<file path="src/rtl/fu_dispatch_queue.sv">
// In-order dispatch queue between decode and the functional units.
// Circular FIFO of decoded instructions; the head entry is offered to exactly one FU.
module fu_dispatch_queue #(
   parameter int DEPTH        = 4,
   parameter int MAX_OPERANDS = 3,
   parameter int TAG_W        = 4
) (
   input  logic                            clk,
   input  logic                            rst,
   input  logic                            flush,
   input  logic                            in_valid,
   output logic                            in_ready,
   input  logic [31:0]                     in_instr,
   input  logic [1:0]                      in_fu_choice,
   input  logic [6*MAX_OPERANDS-1:0]       in_arn_inputs,
   input  logic [6*MAX_OPERANDS-1:0]       in_arn_outputs,
   output logic [3:0]                      fu_valid,
   input  logic [3:0]                      fu_ready,
   output logic [31:0]                     out_instr,
   output logic [6*MAX_OPERANDS-1:0]       out_arn_inputs,
   output logic [6*MAX_OPERANDS-1:0]       out_arn_outputs,
   output logic [TAG_W-1:0]                out_tag,
   output logic [$clog2(DEPTH+1)-1:0]      occupancy,
   output logic [15:0]                     stall_cycles
);

   localparam int PTR_W = (DEPTH > 1) ? $clog2(DEPTH) : 1;
   localparam int CNT_W = $clog2(DEPTH + 1);
   localparam int ARN_W = 6 * MAX_OPERANDS;

   logic [31:0]       instr_mem_r [DEPTH];
   logic [ARN_W-1:0]  arn_in_mem_r [DEPTH];
   logic [ARN_W-1:0]  arn_out_mem_r [DEPTH];
   logic [1:0]        fu_mem_r [DEPTH];
   logic [TAG_W-1:0]  tag_mem_r [DEPTH];

   logic [PTR_W-1:0]  head_r;
   logic [PTR_W-1:0]  tail_r;
   logic [CNT_W-1:0]  count_r;
   logic [TAG_W-1:0]  tag_ctr_r;
   logic [15:0]       stall_r;

   logic              has_entry_s;
   logic              enq_s;
   logic              deq_s;

   function automatic logic [PTR_W-1:0] next_ptr(input logic [PTR_W-1:0] ptr);
      if (ptr == PTR_W'(DEPTH - 1)) begin
         next_ptr = PTR_W'(0);
      end else begin
         next_ptr = ptr + PTR_W'(1);
      end
   endfunction

   assign has_entry_s = (count_r != CNT_W'(0));
   assign in_ready    = (count_r < CNT_W'(DEPTH));
   assign occupancy   = count_r;
   assign stall_cycles = stall_r;

   // Flush and reset suppress both queue movements for the cycle.
   assign enq_s = in_valid && in_ready && !flush && !rst;
   assign deq_s = (|(fu_valid & fu_ready)) && !flush && !rst;

   // Head entry presentation: zeros whenever the queue is empty.
   always_comb begin
      fu_valid        = 4'b0000;
      out_instr       = 32'h0000_0000;
      out_arn_inputs  = {ARN_W{1'b0}};
      out_arn_outputs = {ARN_W{1'b0}};
      out_tag         = {TAG_W{1'b0}};
      if (has_entry_s) begin
         out_instr       = instr_mem_r[head_r];
         out_arn_inputs  = arn_in_mem_r[head_r];
         out_arn_outputs = arn_out_mem_r[head_r];
         out_tag         = tag_mem_r[head_r];
         case (fu_mem_r[head_r])
            2'd0:    fu_valid = 4'b0001;
            2'd1:    fu_valid = 4'b0010;
            2'd2:    fu_valid = 4'b0100;
            2'd3:    fu_valid = 4'b1000;
            default: fu_valid = 4'b0000;
         endcase
      end else begin
         fu_valid = 4'b0000;
      end
   end

   // Entry storage; validity is tracked solely by head/count.
   always_ff @(posedge clk) begin
      if (enq_s) begin
         instr_mem_r[tail_r]   <= in_instr;
         arn_in_mem_r[tail_r]  <= in_arn_inputs;
         arn_out_mem_r[tail_r] <= in_arn_outputs;
         fu_mem_r[tail_r]      <= in_fu_choice;
         tag_mem_r[tail_r]     <= tag_ctr_r;
      end
   end

   // Pointers, count and tag counter.
   always_ff @(posedge clk) begin
      if (rst) begin
         head_r    <= PTR_W'(0);
         tail_r    <= PTR_W'(0);
         count_r   <= CNT_W'(0);
         tag_ctr_r <= TAG_W'(0);
      end else if (flush) begin
         head_r    <= PTR_W'(0);
         tail_r    <= PTR_W'(0);
         count_r   <= CNT_W'(0);
      end else begin
         if (enq_s) begin
            tail_r    <= next_ptr(tail_r);
            tag_ctr_r <= tag_ctr_r + TAG_W'(1);
         end
         if (deq_s) begin
            head_r <= next_ptr(head_r);
         end
         case ({enq_s, deq_s})
            2'b10:   count_r <= count_r + CNT_W'(1);
            2'b01:   count_r <= count_r - CNT_W'(1);
            default: count_r <= count_r;
         endcase
      end
   end

   // Saturating count of cycles where a valid head was not taken.
   always_ff @(posedge clk) begin
      if (rst) begin
         stall_r <= 16'h0000;
      end else if (!flush && has_entry_s && !deq_s && (stall_r != 16'hFFFF)) begin
         stall_r <= stall_r + 16'h0001;
      end else begin
         stall_r <= stall_r;
      end
   end

endmodule

</file>
<file path="config.mk">
export PLATFORM = sky130hd
export DESIGN_NAME = fu_dispatch_queue
export DESIGN_NICKNAME = d
export VERILOG_FILES = /design/src/rtl/fu_dispatch_queue.sv
export SDC_FILE = /design/constraint.sdc
export NUM_CORES = 1
export LEC_CHECK = 0
export CAP_MARGIN = 15
export CORE_AREA = 2 2 209 211
export CTS_CLUSTER_SIZE = 14
export DETAILED_ROUTE_END_ITERATION = 12
export DIE_AREA = 0 0 211 213
export SETUP_SLACK_MARGIN = 0.3
export SYNTH_ARGS = -nofsm -noshare
export SYNTH_HDL_FRONTEND = slang
export SYNTH_SLANG_ARGS = --single-unit
</file>
<file path="constraint.sdc">
create_clock -name clk -period 3.95 [get_ports clk]
set_input_delay 0.79 -clock clk [delete_from_list [all_inputs] [get_ports clk]]
set_output_delay 0.79 -clock clk [all_outputs]
set_load 0.005 [all_outputs]
</file>
==> impl_metrics.py, run 1 <==
metrics = {
    "pwr": {
        "peakVddDrop_mv": 0.333,
        "p_leak_nw": 5.26,
        "p_per_area_mw_per_mm2": 464,
    },
    "floorplan": {
        "rows": 76,
        "num_io_pins": 174,
        "die-area_sq_mm": 0.0449,
        "start_util": 0.298,
        "die_h_microns": 213,
        "die_x_microns": 211,
        "core-area_sq_mm": 0.0427,
    },
    "clock_tree": {
        "root_buffer": "clkbuf_16",
        "clock-sinks": 325,
        "cts.clk_slew.worst_paths_ns": 0.06,
        "htreeDepth": 2,
        "clockBufferDepth": 3,
        "cts_buffers": 37,
        "clk_latency_ns": 0.53,
        "cts_setup_buffers": 0,
        "cts_tree": "done",
    },
    "timing": {
        "rsz0062_at_grt": "no",
        "holdWs_ns": 0.502,
        "relSlewSlack": 0.616,
        "finalMaxSlewViolations": 0,
        "post-route-period-util": 0.876,
        "fin_worst_skew_ns": 0.00941,
        "tightest_slew_ns": 0.576,
        "hold_viol": 0,
        "timing.setup.tns_ns": 0,
        "fmax_mhz": 289,
        "finalCriticalPeriod_ns": 3.46,
        "setup_viol": 0,
    },
    "global_routing": {
        "grt_overflow": 0,
        "grt_use_total": 0.125,
        "grt_pass1_vias": 7088,
        "grt_max_degree": 71,
        "grt_pass1_wl_mm": 42.3,
        "antenna_found_initial": 3,
    },
    "critical_path": {
        "worstRegToRegCells": 10,
        "required_ns": 3.16,
        "crit_slowest_cell": "or3_2",
        "crit_path_max_fanout": 58,
        "path_depth": 4,
        "worstReg2RegEnd": "occupancy[2]",
        "crit_type": "flip-flop to output port",
        "critPathCapture": "out_arn_inputs[17]",
        "crit_path_end_kind": "output port",
        "path_buf_inv": 2,
        "critPathLaunch": "occupancy[2]",
        "crit_family": "simple AND/OR/NAND/NOR gates",
        "max_stage_delay_ns": 0.74,
        "start_kind": "flip-flop",
        "ff2ff_setup_slack_ns": 0.82,
        "crit_arrival_ns": 2.67,
        "path_cells": "or3_2 -> buf_12 -> and2_1 -> clkdlybuf4s50_1",
    },
    "cells_and_area": {
        "final_common_cell": "edfxtp_1",
        "utilization": 0.389,
        "fin_area_sq_mm": 0.0166,
        "num-nets-final": 944,
        "areaGrowthSynthToFinish_pct": 30.7,
        "drive_gt1_frac": 0.193,
        "final_cell_mix": "edfxtp_1 (296), clkdlybuf4s50_1 (173), mux4_2 (74), and2_1 (74), clkbuf_16 (38)",
    },
    "route": {
        "ant_nets": 0,
        "drc": 0,
        "first_pass_iters": 6,
        "wl_per_cell_microns": 19.5,
        "routed_wl_mm": 27.9,
        "drtIter0Drc": 358,
        "vias": 6678,
        "vias_per_cell": 4.66,
    },
    "status": {
        "status": "complete, no violations",
    },
    "worst_hold_path": {
        "holdCritStartpoint": "tail_r[1]",
        "hp-class": "flip-flop to flip-flop",
    },
    "logic_synthesis": {
        "yosysWarnings": 0,
        "yosysTopAreaCell": "edfxtp_1",
        "synth.distinct_cells": 37,
        "synth_ff_type": "edfxtp_1",
        "synth_seq_cells": 325,
        "yosys-top-cells-area": "edfxtp_1 (70%), mux4_2 (13%), dfxtp_1 (4.6%)",
        "ys_seq_area_frac": 0.744,
        "synth.avg_cell_area_sq_um": 19.4,
        "synth-edff-count": 296,
        "synthesis.instances": 657,
        "synth_area_sq_mm": 0.0127,
        "synth_top_area_frac": 0.699,
        "synthArstFlopShare": 0,
        "synthesis.nets": 744,
    },
    "flow_run": {
        "cap_viol_max_count": 0,
    },
    "placement": {
        "dpl_cell_area_sq_mm": 0.0153,
        "hpwl_mm": 16.6,
        "io_buffers": 173,
        "place_congestion": 0.714,
    },
}
## area by class of cell
cell class,count,area (sq um)
Antenna cell,2,5.00
Clock buffer,41,941
Clock inverter,25,377
Fill cell,3888,26100
Inverter,8,30.0
Multi-Input combinational cell,291,3100
Sequential cell,325,9480
Tap cell,546,683
Timing Repair Buffer,194,2010
## stage by stage
stage          power, W  setup WS, ns  instances
2_1_floorplan   0.00393         0.356        657
3_3_place_gp    0.00409         0.803       1363
3_5_place_dp    0.00410         0.764       1363
4_1_cts         0.00784         0.327       1429
5_1_grt         0.00797         0.398       1430
6_report        0.00771         0.488       1432
## worst register-to-register path, delay by kind of cell (launching register included)
kind / cells / cell delay, ns
AO/OA/AOI/OAI: 2 / 0.47
XOR/XNOR: 1 / 0.16
flip-flops: 1 / 0.45
multiplexers: 1 / 0.58
buffers and inverters: 1 / 0.06
adder cells (fa/ha/maj): 2 / 0.55
AND/OR/NAND/NOR: 3 / 0.80
## power by group
part	internal, W	total (W)	switching, W
registers	0.00378	0.00378	0.00000830
logic	0.000133	0.000235	0.000103
clock network	0.00237	0.00369	0.00132
## how the worst min path moves through the flow
stage | to | slack, ns | cells past startpoint
final | tail_r[1] | 0.50 | 2
after global routing | tail_r[1] | 0.54 | 2
after CTS | tail_r[1] | 0.50 | 2
after detailed placement | tail_r[1] | 0.49 | 2
after global placement | tail_r[1] | 0.49 | 2
after floorplan | tail_r[1] | 0.47 | 2
## flip-flops by register name, summed over array words and instances (netlist names), named ones only
name / count
head_r: 2
instr_mem_r: 128
tag_ctr_r: 4
tail_r: 2
arn_in_mem_r: 72
tag_mem_r: 16
arn_out_mem_r: 72
occupancy: 3
stall_cycles: 16
fu_mem_r: 8
## cell families after synthesis
group | Yosys count | share of synthesized area
flops | 325 | 0.744
simple gates | 169 | 0.0763
mux | 88 | 0.143
buf+inv | 41 | 0.0131
compound gates | 20 | 0.0105
fa+ha+maj | 9 | 0.00944
xor+xnor | 5 | 0.00344
## synthesized netlist by cell type, types with 5 or more instances
| master | n |
|---|---|
| edfxtp_1 | 296 |
| and2_1 | 78 |
| mux4_2 | 74 |
| dfxtp_1 | 29 |
| nor2_1 | 23 |
| clkbuf_1 | 20 |
| nand2_1 | 15 |
| buf_2 | 10 |
| mux2_2 | 10 |
| nor2b_1 | 10 |
| nor4_1 | 10 |
| a21oi_1 | 8 |
| ha_1 | 8 |
| inv_1 | 8 |
| and3_1 | 5 |
| nand3_1 | 5 |
## what timing repair did
action,in CTS,in global routing
resized for setup,0,1
hold buffers,0,0
endpoints found under the setup margin,0,49
## metal layers
layer	global-route usage	up-vias	part of all wire
met5	0	-	0.00097
met4	0.0340	4	0.018
met3	0.0387	40	0.057
met2	0.198	182	0.46
met1	0.167	3430	0.46
li1	-	3022	-
(Power assumes the default switching activity.)
==> run 2, diff against run 1 <==
Settings changed: REMOVE_ABC_BUFFERS set to 1, SLEW_MARGIN set to 20.
==> impl_metrics.py, run 2 (synthesis gave the netlist of run 1 again) <==
metrics = {
    "cells_and_area": {
        "reg_top3": "instr_mem_r: 128 flops, arn_in_mem_r: 72 flops, arn_out_mem_r: 72 flops",
        "fillCellCount": 3884,
        "fin_area_sq_mm": 0.0165,
        "final_cell_mix": "edfxtp_1 (296), clkdlybuf4s50_1 (173), mux4_2 (74), and2_1 (74), clkbuf_16 (39)",
        "final_common_cell": "edfxtp_1",
        "regMostFlops": "instr_mem_r",
        "utilization": 0.387,
        "areaGrowthSynthToFinish_pct": 30.0,
        "largest_reg_flops": 128,
        "num-nets-final": 942,
        "drive_gt1_frac": 0.197,
    },
    "global_routing": {
        "grt_busiest_layer": "met2",
        "grt_pass1_wl_mm": 42.3,
        "grt_max_degree": 50,
        "antenna_found_initial": 1,
        "grt_use_total": 0.126,
        "use_met2": 0.205,
        "grt_overflow": 0,
        "use_met1": 0.160,
        "grt_pass1_vias": 7124,
        "grt_use_met3": 0.0427,
    },
    "pwr": {
        "pwr-share-comb": 0.031,
        "peakVddDrop_mv": 0.261,
        "p_leak_nw": 5.22,
        "pwr-share-clk": 0.472,
        "p_per_area_mw_per_mm2": 460,
        "swShare": 0.194,
        "p_seq_frac": 0.497,
        "p_int_w": 0.00613,
        "switching_power_w": 0.00148,
    },
    "clock_tree": {
        "clock-sinks": 325,
        "cts_buffers": 37,
        "root_buffer": "clkbuf_16",
        "cts_tree": "done",
        "clockBufferDepth": 3,
        "cts.clk_slew.worst_paths_ns": 0.06,
        "htreeDepth": 2,
        "holdBufCountCts": 0,
        "clk_latency_ns": 0.54,
    },
    "timing": {
        "fmax_mhz": 290,
        "timing.setup.tns_ns": 0,
        "hold_viol": 0,
        "setup_viol": 0,
        "relSlewSlack": 0.614,
        "post-route-period-util": 0.873,
        "finalCriticalPeriod_ns": 3.45,
        "tightest_slew_ns": 0.580,
        "finalMaxSlewViolations": 0,
        "rsz0062_at_grt": "no",
        "holdWs_ns": 0.501,
        "fin_worst_skew_ns": 0.0144,
    },
    "route": {
        "routed_wl_mm": 27.6,
        "first_pass_iters": 7,
        "vias_per_cell": 4.63,
        "ant_nets": 0,
        "drc": 0,
        "vias": 6635,
        "wl_per_cell_microns": 19.3,
        "drtIter0Drc": 375,
    },
    "floorplan": {
        "core-area_sq_mm": 0.0427,
        "die_x_microns": 211,
        "rows": 76,
        "die-area_sq_mm": 0.0449,
        "die_h_microns": 213,
        "num_io_pins": 174,
        "start_util": 0.298,
    },
    "critical_path": {
        "crit_family": "buffers and inverters",
        "crit_type": "flip-flop to output port",
        "ff2ff_setup_slack_ns": 0.74,
        "path_cells": "buf_4 -> mux4_2 -> and2_1 -> clkdlybuf4s50_1",
        "worstRegToRegCells": 10,
        "crit_slowest_cell": "dfxtp_4",
        "start_kind": "flip-flop",
        "required_ns": 3.16,
        "path_depth": 4,
        "critPathCapture": "out_arn_outputs[12]",
        "crit_path_end_kind": "output port",
        "max_stage_delay_ns": 0.57,
        "worstReg2RegEnd": "occupancy[2]",
        "path_buf_inv": 2,
        "crit_path_max_fanout": 32,
        "crit_arrival_ns": 2.66,
    },
    "status": {
        "status": "complete, no violations",
    },
    "placement": {
        "io_buffers": 173,
        "place_congestion": 0.729,
        "dpl_cell_area_sq_mm": 0.0152,
        "hpwl_mm": 17.1,
    },
    "flow_run": {
        "cap_viol_max_count": 0,
    },
    "worst_hold_path": {
        "hp-class": "flip-flop to flip-flop",
    },
}
-- run 2: changes by cell type in the layout (fill, tap and decap cells not counted), sizes merged --
cell	previous run	this run
clkbuf	42	44
buf	20	19
inv	11	12
bufinv	10	6
clkinvlp	0	4
clkinv	12	10
-- run 2: area by class of cell --
| class | count | area [sq um] | area share |
|---|---|---|---|
| multi-input combinational | 291 | 3100 | 0.187 |
| timing repair buffer | 192 | 1950 | 0.118 |
| clock inverter | 24 | 292 | 0.0176 |
| sequential | 325 | 9480 | 0.573 |
| clock buffer | 44 | 1000 | 0.0607 |
| inverter | 8 | 30.0 | 0.00182 |
| antenna | 2 | 5.00 | 0.000303 |
| tap | 546 | 683 | 0.0413 |
-- run 2: how the worst min path moves through the flow --
stage | start | end | slack [ns] | cells past startpoint
after CTS | tail_r[1] | tail_r[1] | 0.51 | 2
after global placement | tail_r[1] | tail_r[1] | 0.49 | 2
final | tail_r[1] | tail_r[1] | 0.50 | 2
after floorplan | tail_r[1] | tail_r[1] | 0.47 | 2
after detailed placement | tail_r[1] | tail_r[1] | 0.50 | 2
after global routing | tag_ctr_r[3] | tag_mem_r[0][3] | 0.55 | 0
-- run 2: metrics by stage --
step                      setup slack, ns  total power [W]  std cells
after CTS                           0.391          0.00774       1430
after detailed placement            0.701          0.00409       1362
after global routing                0.311          0.00788       1430
after floorplan                     -1.84          0.00393        624
after global placement              0.762          0.00409       1362
final                               0.502          0.00761       1432
-- run 2: timing repair --
| item | CTS | global route |
|---|---|---|
| endpoints found under the setup margin | 37 | 0 |
| setup buffers | 0 | 0 |
| resized for setup | 1 | 0 |
-- run 2: routing by layer --
layer | vias up | share of wire
met3 | 45 | 0.073
met2 | 160 | 0.47
li1 | 3013 | -
met5 | - | 0.00047
met1 | 3415 | 0.43
met4 | 2 | 0.021
-- run 2: worst reg2reg max path, stage by stage, from the launching register on --
cell and delay, ns:
dfxtp_4 0.57, mux4_2 0.46, or2_2 0.33, o22ai_1 0.34, and2_1 0.19, ha_1 0.18
inv_1 0.07, fa_1 0.38, xor2_1 0.16, or3_1 0.30, a21oi_1 0.16
-- run 2: power groups by stage --
stage               Clock (W)  Sequential, W  Combinational [W]
floorplan                   0        0.00386          0.0000675
global placement            0        0.00386           0.000233
detailed placement          0        0.00386           0.000238
CTS                   0.00372        0.00378           0.000239
global route          0.00384        0.00378           0.000256
finish                0.00359        0.00378           0.000233
